**config.mk**
```make
export PLATFORM = sky130hd
export DESIGN_NAME = mem_port_arbiter
export DESIGN_NICKNAME = d
export VERILOG_FILES = /design/src/rtl/mem_pkg.sv /design/src/rtl/lane_align.sv /design/src/rtl/mem_port_arbiter.sv
export SDC_FILE = /design/constraint.sdc
export NUM_CORES = 1
export LEC_CHECK = 0
export ABC_CLOCK_PERIOD_IN_PS = 2800
export CORE_MARGIN = 5
export CORE_UTILIZATION = 29
export DETAILED_ROUTE_END_ITERATION = 7
export GPL_TIMING_DRIVEN = 1
export PLACE_DENSITY = 0.94
export SYNTH_ARGS = -nofsm -noshare
export SYNTH_HDL_FRONTEND = slang
export SYNTH_SLANG_ARGS = --single-unit
```
**constraint.sdc**
```tcl
create_clock -name clk -period 2.8 [get_ports clk]
set_input_delay 0.42 -clock clk [delete_from_list [all_inputs] [get_ports clk]]
set_output_delay 0.42 -clock clk [all_outputs]
set_load 0.02 [all_outputs]
```
**src/rtl/mem_pkg.sv**
```systemverilog
// Shared definitions for the unified-memory port arbiter: load/store size
// codes, the arbiter state encoding and the captured data-operand record.
package mem_pkg;

  // Load/store size codes as driven by the core controller.
  localparam logic [1:0] SZ_B = 2'b00;
  localparam logic [1:0] SZ_H = 2'b01;
  localparam logic [1:0] SZ_W = 2'b11;

  typedef enum logic [1:0] {
    ST_IDLE       = 2'b00,
    ST_FETCH_WAIT = 2'b01,
    ST_DATA_WAIT  = 2'b10
  } state_e;

  // Everything the WAIT cycle of a data access needs to finish the access
  // after the request inputs may have moved on.
  typedef struct packed {
    logic [1:0] addr_lo;
    logic [1:0] size;
    logic       zext;
    logic       load;
    logic       err;
  } data_op_t;

endpackage

```
**src/rtl/lane_align.sv**
```systemverilog
// Byte-lane steering between the 32-bit memory word and the core: store
// byte enables, store data replication, load extraction with sign/zero
// extension, and detection of misaligned or illegal sizes.
module lane_align
  import mem_pkg::*;
(
  input  logic [1:0]  size_i,
  input  logic [1:0]  addr_lo_i,
  input  logic        unsigned_i,
  input  logic [31:0] wdata_i,
  input  logic [31:0] rdata_i,
  output logic [3:0]  be_o,
  output logic [31:0] wdata_o,
  output logic [31:0] rdata_o,
  output logic        misalign_o
);

  logic [31:0] rdata_shifted;

  // Bring the addressed byte/half down to bit 0 before extension.
  assign rdata_shifted = rdata_i >> {addr_lo_i, 3'b000};

  // Lane selection, replication and extension per access size.
  always_comb begin
    be_o       = 4'b0000;
    wdata_o    = 32'h0;
    rdata_o    = 32'h0;
    misalign_o = 1'b0;
    case (size_i)
      SZ_B: begin
        be_o    = 4'b0001 << addr_lo_i;
        wdata_o = {4{wdata_i[7:0]}};
        rdata_o = unsigned_i ? {24'h0, rdata_shifted[7:0]}
                             : {{24{rdata_shifted[7]}}, rdata_shifted[7:0]};
      end
      SZ_H: begin
        be_o       = 4'b0011 << {addr_lo_i[1], 1'b0};
        wdata_o    = {2{wdata_i[15:0]}};
        rdata_o    = unsigned_i ? {16'h0, rdata_shifted[15:0]}
                                : {{16{rdata_shifted[15]}}, rdata_shifted[15:0]};
        misalign_o = addr_lo_i[0];
      end
      SZ_W: begin
        be_o       = 4'b1111;
        wdata_o    = wdata_i;
        rdata_o    = rdata_i;
        misalign_o = |addr_lo_i;
      end
      default: begin
        // Size code 10 is not a legal access; it is reported as an error.
        misalign_o = 1'b1;
      end
    endcase
  end

endmodule

```
**src/rtl/mem_port_arbiter.sv**
```systemverilog
// Arbiter sharing one single-port synchronous memory between instruction
// fetch and the load/store path. Each access takes exactly two cycles: the
// request cycle (memory enabled combinationally from the request) and a WAIT
// cycle in which the memory's registered read data is returned.
module mem_port_arbiter
  import mem_pkg::*;
#(
  parameter int AW     = 32,
  parameter int MEM_AW = 12
) (
  input  logic              clk,
  input  logic              rstn,
  input  logic              if_req,
  input  logic [AW-1:0]     if_addr,
  output logic [31:0]       if_rdata,
  output logic              if_valid,
  input  logic              d_rd,
  input  logic              d_wr,
  input  logic [1:0]        d_size,
  input  logic              d_unsigned,
  input  logic [AW-1:0]     d_addr,
  input  logic [31:0]       d_wdata,
  output logic [31:0]       d_rdata,
  output logic              d_done,
  output logic              d_err,
  output logic              stall,
  output logic              mem_en,
  output logic              mem_we,
  output logic [3:0]        mem_be,
  output logic [MEM_AW-1:0] mem_addr,
  output logic [31:0]       mem_wdata,
  input  logic [31:0]       mem_rdata
);

  state_e   state_q, state_d;
  data_op_t op_q, op_d;

  logic [1:0]  la_size;
  logic [1:0]  la_addr_lo;
  logic        la_unsigned;
  logic [3:0]  la_be;
  logic [31:0] la_wdata;
  logic [31:0] la_rdata;
  logic        la_misalign;
  logic        req_err;
  logic        unused_addr_bits;

  // Byte address bits outside the memory's word range carry no meaning here.
  assign unused_addr_bits = ^{if_addr[AW-1:MEM_AW+2], if_addr[1:0],
                              d_addr[AW-1:MEM_AW+2]};

  // The single lane aligner serves the live request in IDLE and the captured
  // operands during the data WAIT cycle; the two uses never overlap.
  assign la_size     = (state_q == ST_DATA_WAIT) ? op_q.size    : d_size;
  assign la_addr_lo  = (state_q == ST_DATA_WAIT) ? op_q.addr_lo : d_addr[1:0];
  assign la_unsigned = (state_q == ST_DATA_WAIT) ? op_q.zext    : d_unsigned;

  lane_align u_lane_align (
    .size_i     (la_size),
    .addr_lo_i  (la_addr_lo),
    .unsigned_i (la_unsigned),
    .wdata_i    (d_wdata),
    .rdata_i    (mem_rdata),
    .be_o       (la_be),
    .wdata_o    (la_wdata),
    .rdata_o    (la_rdata),
    .misalign_o (la_misalign)
  );

  // Simultaneous load and store is treated as a faulting store.
  assign req_err = la_misalign | (d_rd & d_wr);

  // State and captured data operands; reset aborts any access in flight.
  always_ff @(posedge clk or negedge rstn) begin
    if (!rstn) begin
      state_q <= ST_IDLE;
      op_q    <= '0;
    end else begin
      state_q <= state_d;
      op_q    <= op_d;
    end
  end

  // Arbitration, memory drive and completion signalling.
  always_comb begin
    state_d   = state_q;
    op_d      = op_q;
    mem_en    = 1'b0;
    mem_we    = 1'b0;
    mem_be    = 4'b0000;
    mem_addr  = '0;
    mem_wdata = 32'h0;
    if_valid  = 1'b0;
    if_rdata  = 32'h0;
    d_done    = 1'b0;
    d_err     = 1'b0;
    d_rdata   = 32'h0;

    case (state_q)
      ST_IDLE: begin
        // Data wins: it belongs to the instruction already executing.
        if (d_rd || d_wr) begin
          op_d.addr_lo = d_addr[1:0];
          op_d.size    = d_size;
          op_d.zext    = d_unsigned;
          op_d.load    = d_rd & ~d_wr;
          op_d.err     = req_err;
          if (!req_err) begin
            mem_en    = 1'b1;
            mem_we    = d_wr;
            mem_be    = la_be;
            mem_addr  = d_addr[MEM_AW+1:2];
            mem_wdata = d_wr ? la_wdata : 32'h0;
          end
          state_d = ST_DATA_WAIT;
        end else if (if_req) begin
          mem_en   = 1'b1;
          mem_addr = if_addr[MEM_AW+1:2];
          state_d  = ST_FETCH_WAIT;
        end
      end

      ST_FETCH_WAIT: begin
        if_valid = 1'b1;
        if_rdata = mem_rdata;
        state_d  = ST_IDLE;
      end

      ST_DATA_WAIT: begin
        // Faulting accesses never touched memory and return zero.
        d_done  = 1'b1;
        d_err   = op_q.err;
        d_rdata = (op_q.load && !op_q.err) ? la_rdata : 32'h0;
        state_d = ST_IDLE;
      end

      default: begin
        state_d = ST_IDLE;
      end
    endcase

    // Memory controls in IDLE follow the request inputs directly, so they
    // must be forced quiet while reset is asserted.
    if (!rstn) begin
      mem_en    = 1'b0;
      mem_we    = 1'b0;
      mem_be    = 4'b0000;
      mem_addr  = '0;
      mem_wdata = 32'h0;
    end
  end

  // Stall any requester whose held request is not completing this cycle.
  assign stall = rstn & (d_rd | d_wr | if_req) & ~(d_done | if_valid);

endmodule
```
; ---- Word level (Yosys, flattened, before mapping)
; Cells that the tools add are included.
[word_totals]
register_bits = 9
output_inout_bits = 118
word_cells = 72
[classes]
n_eq_ne = 5
shift = 3
mux = 41
bitwise = 10
reduce_logical = 7
[op_table]
columns = operator, n
row1 = two-way mux 32 bit, 10
row2 = case mux 32 bit (3 select lines), 2
row3 = two-way mux 12 bit, 5
row4 = right shift 32 x 5 -> 16 bit, 1
row5 = two-way mux 4 bit, 4
row6 = two-way mux 1 bit, 13
row7 = case mux 4 bit (3 select lines), 1
row8 = two-way mux 2 bit, 5
row9 = bitwise AND 1 bit, 4
row10 = "equality test 2 x 1 -> 1 bit, second input constant", 2
row11 = "equality test 2 bit, second input constant", 2
row12 = zero test 2 bit, 2
row13 = OR 1 bit, 4
row14 = "<< shifter 1 x 2 -> 4 bit, first input constant", 1
row15 = "<< shifter 2 x 2 -> 4 bit, first input constant", 1
row16 = "inequality test 3 bit, second input constant", 1
row17 = case mux 1 bit (3 select lines), 1
row18 = inverter 1 bit, 2
row19 = AND reduction 2 bit, 1
row20 = OR reduction 2 bit, 1
row21 = logical AND 1 bit, 1
row22 = zero test 1 bit, 1
row23 = logical OR 1 bit, 1

; ---- Logic depth before layout (Yosys ltp)
; Gate-level depths: netlist of run 1.
[depth]
depth_word = 9
mapped_depth = 10
mapped_depth_nobuf = 7

; ---- Cells and area by module
; Synthesis of run 1 repeated with hierarchy kept, for this count alone.
[hier_totals]
cells_unflattened = 359
hier_area_um2 = 2552.4
[modules_own_cells]
columns = mod, n_inst, cells_per_inst, area_each_um2
row1 = mem_port_arbiter, 1, 187, 1447.6
row2 = lane_align, 1, 172, 1104.8

; ---- Worst setup path before layout of run 1
; Ideal clock, no wire load.
[synth_timing]
path_kind = flip-flop to output port
from = register state_q[0]
to = output d_rdata[13]
arrival_time_ns = 2.461
t_required_ns = 2.380
setup_slack_ns = -0.081
path_stages_with_launch = 10
path_cell_list = dfrtp_1 inv_1 ha_1 buf_6 nand2b_4 or4b_4 a21oi_4 buf_4 a31oi_1 o21ai_0
[synth_between]
elab_chain_cells = 7
word_cells_on_any_way = 13
cone_classes = eq/ne: 3 / shift: 1 / mux: 8 / reduce/logical: 1
[synth_lines]
columns = item, line
row1 = start: declaration, mem_port_arbiter.sv:35  ; state_e state_q, state_d;
row2 = start signal: assignment, mem_port_arbiter.sv:79  ; state_q <= state_d;
row3 = equality test 2 bit *, n/a
row4 = two-way mux 2 bit, mem_port_arbiter.sv:55  ; assign la_addr_lo = (state_q == ST_DATA_WAIT) ? op_q.addr_lo : d_addr[1:0];
row5 = right shift 32 x 5 -> 16 bit, lane_align.sv:21  ; assign rdata_shifted = rdata_i >> {addr_lo_i, 3'b000};
row6 = two-way mux 32 bit (on tied branches), "lane_align.sv:39, lane_align.sv:33"
row7 = case mux 32 bit (3 select lines), lane_align.sv:29  ; case (size_i)
row8 = two-way mux 32 bit, mem_port_arbiter.sv:133  ; d_rdata = (op_q.load && !op_q.err) ? la_rdata : 32'h0;
row9 = two-way mux 32 bit *, mem_port_arbiter.sv:99  ; case (state_q)
row10 = end: declaration, mem_port_arbiter.sv:23  ; output logic [31:0] d_rdata,
; Mark *: on every way between the ends. The rest lies on a longest branch, timed or not.

; ---- Final worst setup path of run 1
[layout_timing]
from = register state_q[0]
to = output d_rdata[16]
; Same word-level chain as after synthesis.

==> impl_metrics.toml, run 1 <==
[timing]
drv_slew = 0
rsz0062_at_grt = "yes"
tightest_slew_ns = 0.390
whs_ns = 0.515
max_slew_margin_pct = 73.3
tns_ns = -1.24
finalSetupViolCount = 26
fin_ws_ns = -0.0923
post-route-period-util_pct = 103
min_period_ns = 2.89
finalHoldViolations = 0
fin_skew_ns = 0.00133
timing.fmax_ghz = 0.346

[yosys]
synth_edf_count = 0
synth_area_mm2 = 0.00231
synth-main-ff-cell = "dfrtp_1"
synth_top_area_share_pct = 13.0
synth_common_cells = "nand2_1, and2_1, a21oi_1, nor2_1, a21o_1"
ys_warn_count = 0
synth_nets = 487
yosys.area.top_type = "nand2_1"
synth.most_common_cell = "nand2_1"
async_flop_share_pct = 100
yosysSeqAreaShare_pct = 9.76
synth.area.top_cells = "nand2_1, dfrtp_1, and2_1"
yosysUniqueCellTypes = 49
synthCells = 348
syn_area_per_cell_um2 = 6.63
synth-seq-cells = 9

[outcome]
status = "finished, violations left"
violations = "negative setup slack"

[critical_path]
crit_type = "flip-flop to output port"
cp-end-kind = "output port"
crit_start = "state_q[0]"
crit_path_start_kind = "flip-flop"
cp_slowest_cell = "or4b_4"
cp.required_ns = 2.38
path_max_fanout = 8
worst-path-stages = 9
crit_arrival_ns = 2.47
slowest_delay_ns = 0.53
r2r_start = "state_q[0]"
crit_end = "d_rdata[16]"
reg2reg_slack_ns = 0.88
path_delay_family = "simple AND/OR/NAND/NOR gates"
cp_cell_sequence = "inv_2, ha_4, nand2b_4, or4b_4, a2111oi_4, buf_4, a21o_4, a21o_1, buf_6"
path_buf_inv = 3
worst_r2r_endpoint = "op_q[0]"
rr_worst_depth = 8

[power]
ir_drop_mv = 0.260
power_density_mw_per_mm2 = 394
leakagePower_nw = 2.51

[final_layout]
drive_above_1_share_pct = 36.1
seq_area_um2 = 225
fin_util_pct = 68.7
multi_input_area_mm2 = 0.00220
finalNonFillerCells = 715
nFillCells = 579
antenna_cells = 0
syn_to_final_growth_pct = 130
fin_nets = 753

[clocking]
clock_latency_ns = 0.24
path_clk_slew_ns = 0.05
cts_num_sinks = 9
htreeDepth = 1
cts_tree = "yes"
cts_buffers = 3
cts_hold_buf = 0
cts_buffer_depth = 2
cts_root_buf = "clkbuf_8"

[global_routing]
grt_max_degree = 34
antenna_found_initial = 0
grt_overflow = 0
grt_pass1_wl_um = 19300
grt_pass1_vias = 3847
grt.total_usage_pct = 23.9

[floorplanning]
core_mm2 = 0.00773
rows = 32
die_width_um = 99.2
start_util_pct = 29.9
ios = 254
die_h_um = 99.2
die_area_mm2 = 0.00984

[detailed_routing]
finalWirelength_um = 13200
routedWlPerCell_um = 18.5
drt_iter0_drc = 110
ant_nets = 0
dr.pass1.iters = 4
drc = 0
via_count = 3851
viasPerCell = 5.39

[place]
gp_congestion = 1.06
placed_cells = 696
hpwl_um = 10200
io_buffers = 215

[job]
maxCapViolCount = 0

[hold_path]
hold_path.class = "input pin to asynchronous set/reset pin"
==> state kept, by name (all words and copies together), names as in the netlist <==
register,count
state_q,2
op_q,7
==> area by class of cell <==
type,instances,share of cell area (%)
timing repair buffer,287,50.7
multi-input combinational,307,41.3
sequential,9,4.24
tap,102,2.40
clock buffer,3,0.777
inverter,6,0.424
clock inverter,1,0.0942
==> routing by layer <==
| layer | share of wire [%] | track usage [%] | wire, um | vias to the layer above |
|---|---|---|---|---|
| li1 | - | - | - | 1782 |
| met1 | 33 | 24.4 | 4370 | 1775 |
| met2 | 52 | 46.8 | 6910 | 253 |
| met3 | 10 | 5.19 | 1370 | 41 |
| met4 | 4.2 | 8.82 | 551 | 0 |
| met5 | 0 | 0 | 0 | - |
==> what timing repair did <==
item | 4_1_cts | 5_1_grt
gates cloned | 1 | 3
setup endpoints to repair | 82 | 82
endpoints found under the hold margin | 0 | 0
pin swaps | 5 | 22
resized for setup | 352 | 121
buffers inserted | 7 | 6
==> worst register-to-register path: cells and delay by family, from the launching register on <==
family / cells / cell delay (ns)
AOI/OAI and AO/OA: 1 / 0.41
adders and majority gates: 1 / 0.19
buffers and inverters: 4 / 0.52
DFF: 1 / 0.38
muxes: 1 / 0.19
and+or+nand+nor: 1 / 0.10
==> report_power, final <==
group          internal (W)  leakage [nW]  switching, W
clock network     0.0000974        0.0255     0.0000572
logic              0.000815          2.38      0.000907
registers          0.000171         0.106     0.0000442
total               0.00108          2.51       0.00101
==> through the flow <==
step / power, W / worst slack, ns / instance area (um2)
after detailed placement: 0.00175 / -0.556 / 4960
final: 0.00209 / -0.0923 / 5310
after floorplan: 0.00102 / -0.0757 / 2350
after global placement: 0.00170 / -0.507 / 4960
after CTS: 0.00193 / -0.108 / 4930
after global routing: 0.00222 / -0.173 / 5310
==> worst min-delay path by stage <==
stage / depth (start not counted) / endpoint / slack (ns) / from
6_report: 2 / state_q[0] / 0.51 / rstn
5_1_grt: 2 / op_q[6] / 0.53 / rstn
4_1_cts: 2 / state_q[0] / 0.51 / rstn
3_5_place_dp: 2 / op_q[1] / 0.54 / op_q[1]
3_3_place_gp: 2 / op_q[1] / 0.51 / op_q[1]
2_1_floorplan: 0 / op_q[0] / 0.12 / rstn
==> layout by cell type (no fill, tap or decap), types with 7 or more instances in the layout <==
cell type / n
nor2_1: 11
a22oi_1: 9
and3_1: 8
nor2_2: 7
clkbuf_2: 8
o22a_1: 7
o21a_1: 8
buf_2: 11
buf_6: 48
o211ai_1: 7
clkdlybuf4s50_1: 129
nand2_1: 78
a21o_1: 17
a21oi_2: 13
a21oi_1: 13
mux2i_1: 8
dfrtp_1: 9
a22o_1: 12
and2_1: 34
a31oi_1: 7
buf_4: 81
==> kinds of logic after synthesis <==
| group | count (synthesis) | share of synthesized area (%) |
|---|---|---|
| buffers and inverters | 33 | 6.83 |
| adders and majority gates | 3 | 1.63 |
| AOI/OAI and AO/OA | 121 | 38.6 |
| and+or+nand+nor | 166 | 35.4 |
| muxes | 16 | 7.81 |
| DFF | 9 | 9.76 |
Note: power is estimated with default switching activity, not from simulation.
==> inputs of run 2 (changes only) <==
--- a/config.mk
+++ b/config.mk
@@ -10,6 +10,7 @@
 export CORE_UTILIZATION = 29
 export DETAILED_ROUTE_END_ITERATION = 7
 export GPL_TIMING_DRIVEN = 1
+export MAX_ROUTING_LAYER = met4
 export PLACE_DENSITY = 0.94
 export SYNTH_ARGS = -nofsm -noshare
 export SYNTH_HDL_FRONTEND = slang
==> run 2 against run 1 <==
Net effect: the run still ends with negative setup slack left; cell count rose by 0.42%; first-iteration DRC count increased by 43%; non-clock buffer count increased by 3; critical path depth decreased by 1; sequential power about the same; clock power about the same; via count grew 1.9%; count of clock-buffer cells in the layout did not move; maximum frequency is 0.39% higher; critical endpoint is now d_rdata[31]; clock skew barely moved; flip-flop and latch count stayed put.
==> impl_metrics.toml, run 2 (synthesized netlist as in run 1, its figures left out) <==
[outcome]
status = "finished, violations left"
violations = "negative setup slack"

[global_routing]
grt_max_degree = 34
grt_overflow = 0
antenna_found_initial = 0
grt_pass1_vias = 3904
grt_pass1_wl_um = 19400
grt.total_usage_pct = 25.0

[floorplanning]
start_util_pct = 29.9
die_width_um = 99.2
die_area_mm2 = 0.00984
core_mm2 = 0.00773
ios = 254
rows = 32
die_h_um = 99.2

[timing]
timing.fmax_ghz = 0.347
finalHoldViolations = 0
rsz0062_at_grt = "yes"
drv_slew = 0
finalSetupViolCount = 34
max_slew_margin_pct = 74.2
min_period_ns = 2.88
fin_ws_ns = -0.0811
tightest_slew_ns = 0.377
fin_skew_ns = 0.00151
post-route-period-util_pct = 103

[detailed_routing]
drc = 0
drt_iter0_drc = 157
via_count = 3923
ant_nets = 0
dr.pass1.iters = 5
routedWlPerCell_um = 19.5
finalWirelength_um = 14000
viasPerCell = 5.46

[place]
io_buffers = 215
post-place-ws_ns = -0.558
gp_congestion = 1.08
placed_cell_area_mm2 = 0.00496
hpwl_um = 10100

[critical_path]
crit_path_start_kind = "flip-flop"
crit_type = "flip-flop to output port"
cp.required_ns = 2.38
path_max_fanout = 8
cp_cell_sequence = "ha_4, nand2b_4, or4b_4, a2111oi_4, buf_4, a21o_4, a21o_1, buf_6"
slowest_delay_ns = 0.53
crit_arrival_ns = 2.46
cp_slowest_cell = "or4b_4"
cp-end-kind = "output port"

[final_layout]
antenna_cells = 0
drive_above_1_share_pct = 35.2
most-common-layout-cells = "clkdlybuf4s50_1, buf_4, nand2_1"
reg_top3 = "op_q: 7 flops, state_q: 2 flops"
largest-register = "op_q"
largest_reg_flops = 7
fin_util_pct = 70.6
fin_nets = 756
syn_to_final_growth_pct = 136
final_common_cell = "clkdlybuf4s50_1"
design_area_mm2 = 0.00545
nFillCells = 573

[hold_path]
hold_path.class = "input pin to asynchronous set/reset pin"

[clocking]
htreeDepth = 1
path_clk_slew_ns = 0.05
cts_buffer_depth = 2
cts_root_buf = "clkbuf_8"
cts_buffers = 3
clock_latency_ns = 0.24
cts_num_sinks = 9
cts_tree = "yes"

[power]
power_density_mw_per_mm2 = 392
ir_drop_mv = 0.287
leakagePower_nw = 2.54

[job]
maxCapViolCount = 0
[run 2: cell types whose count changed in the layout (fill, tap and decap cells not counted), sizes merged]
cell           change
clkdlybuf4s50      +1
dlymetal6s2s       -1
dlygate4sd2        +3
[run 2: repair_timing]
item | 4_1_cts | 5_1_grt
endpoints found under the setup margin | 82 | 82
setup buffers | 7 | 7
pin swaps | 7 | 18
gates cloned | 1 | 5
hold buffers | 0 | 0
gates resized for setup | 341 | 141
hold endpoints to repair | 0 | 0
[run 2: power breakdown]
group / internal, W / switching [W] / total [W] / leakage [nW]
Sequential: 0.000171 / 0.0000411 / 0.000212 / 0.106
Clock: 0.0000977 / 0.0000602 / 0.000158 / 0.0255
Combinational: 0.000825 / 0.000945 / 0.00177 / 2.40
Total: 0.00109 / 0.00105 / 0.00214 / 2.54
[run 2: final timing paths]
kind                            start          end  slack (ns)  cells after the start
setup / recovery           state_q[1]  d_rdata[31]       -0.08                      8
hold / removal                   rstn      op_q[6]        0.52                      2
setup reg to reg           state_q[0]      op_q[0]        0.78                      9
hold reg to reg               op_q[1]      op_q[1]        0.56                      2
max in group asynchronous        rstn      op_q[4]        2.14                      2
min in group clk              op_q[1]      op_q[1]        0.56                      2
[run 2: worst max-delay path: cells and delay by family, from the launching register on]
| family | cells | cell delay [ns] |
|---|---|---|
| AOI/OAI and AO/OA | 3 | 0.63 |
| adders and majority gates | 1 | 0.21 |
| buffers and inverters | 2 | 0.29 |
| DFF | 1 | 0.40 |
| and+or+nand+nor | 2 | 0.68 |
[run 2: final cells by class]
cell class | instances | area [um2] | share of cell area (%)
repair buffers | 290 | 2800 | 51.3
flip-flops and latches | 9 | 225 | 4.13
well taps | 102 | 128 | 2.34
multi-input cells | 307 | 2230 | 41.0
clock buffers | 3 | 41.3 | 0.757
inverters | 6 | 22.5 | 0.413
clock inverters | 1 | 5.00 | 0.0918
[run 2: per-stage QoR]
stage | setup TNS (ns) | std cells | total power, W | hold slack, ns
after floorplan | -0.702 | 348 | 0.00102 | 0.124
after global placement | -32.66 | 696 | 0.00170 | 0.509
after detailed placement | -35.14 | 696 | 0.00175 | 0.541
after CTS | -1.64 | 708 | 0.00192 | 0.519
after global routing | -5.94 | 718 | 0.00228 | 0.551
final | -1.24 | 718 | 0.00214 | 0.518
[run 2: layer usage]
layer | vias to the layer above | global-route usage, % | routed length, um
met1 | 1796 | 25.3 | 4760
met4 | 0 | 12.0 | 738
met2 | 278 | 45.6 | 7190
met5 | - | - | 0
li1 | 1793 | - | -
met3 | 56 | 5.12 | 1280
==> inputs of run 3 (changes only) <==
--- a/config.mk
+++ b/config.mk
@@ -6,6 +6,7 @@
 export NUM_CORES = 1
 export LEC_CHECK = 0
 export ABC_CLOCK_PERIOD_IN_PS = 2800
+export CAP_MARGIN = 20
 export CORE_MARGIN = 5
 export CORE_UTILIZATION = 29
 export DETAILED_ROUTE_END_ITERATION = 7
==> results of run 3 <==
The final DEF is identical to that of run 2; final timing and power are the same.
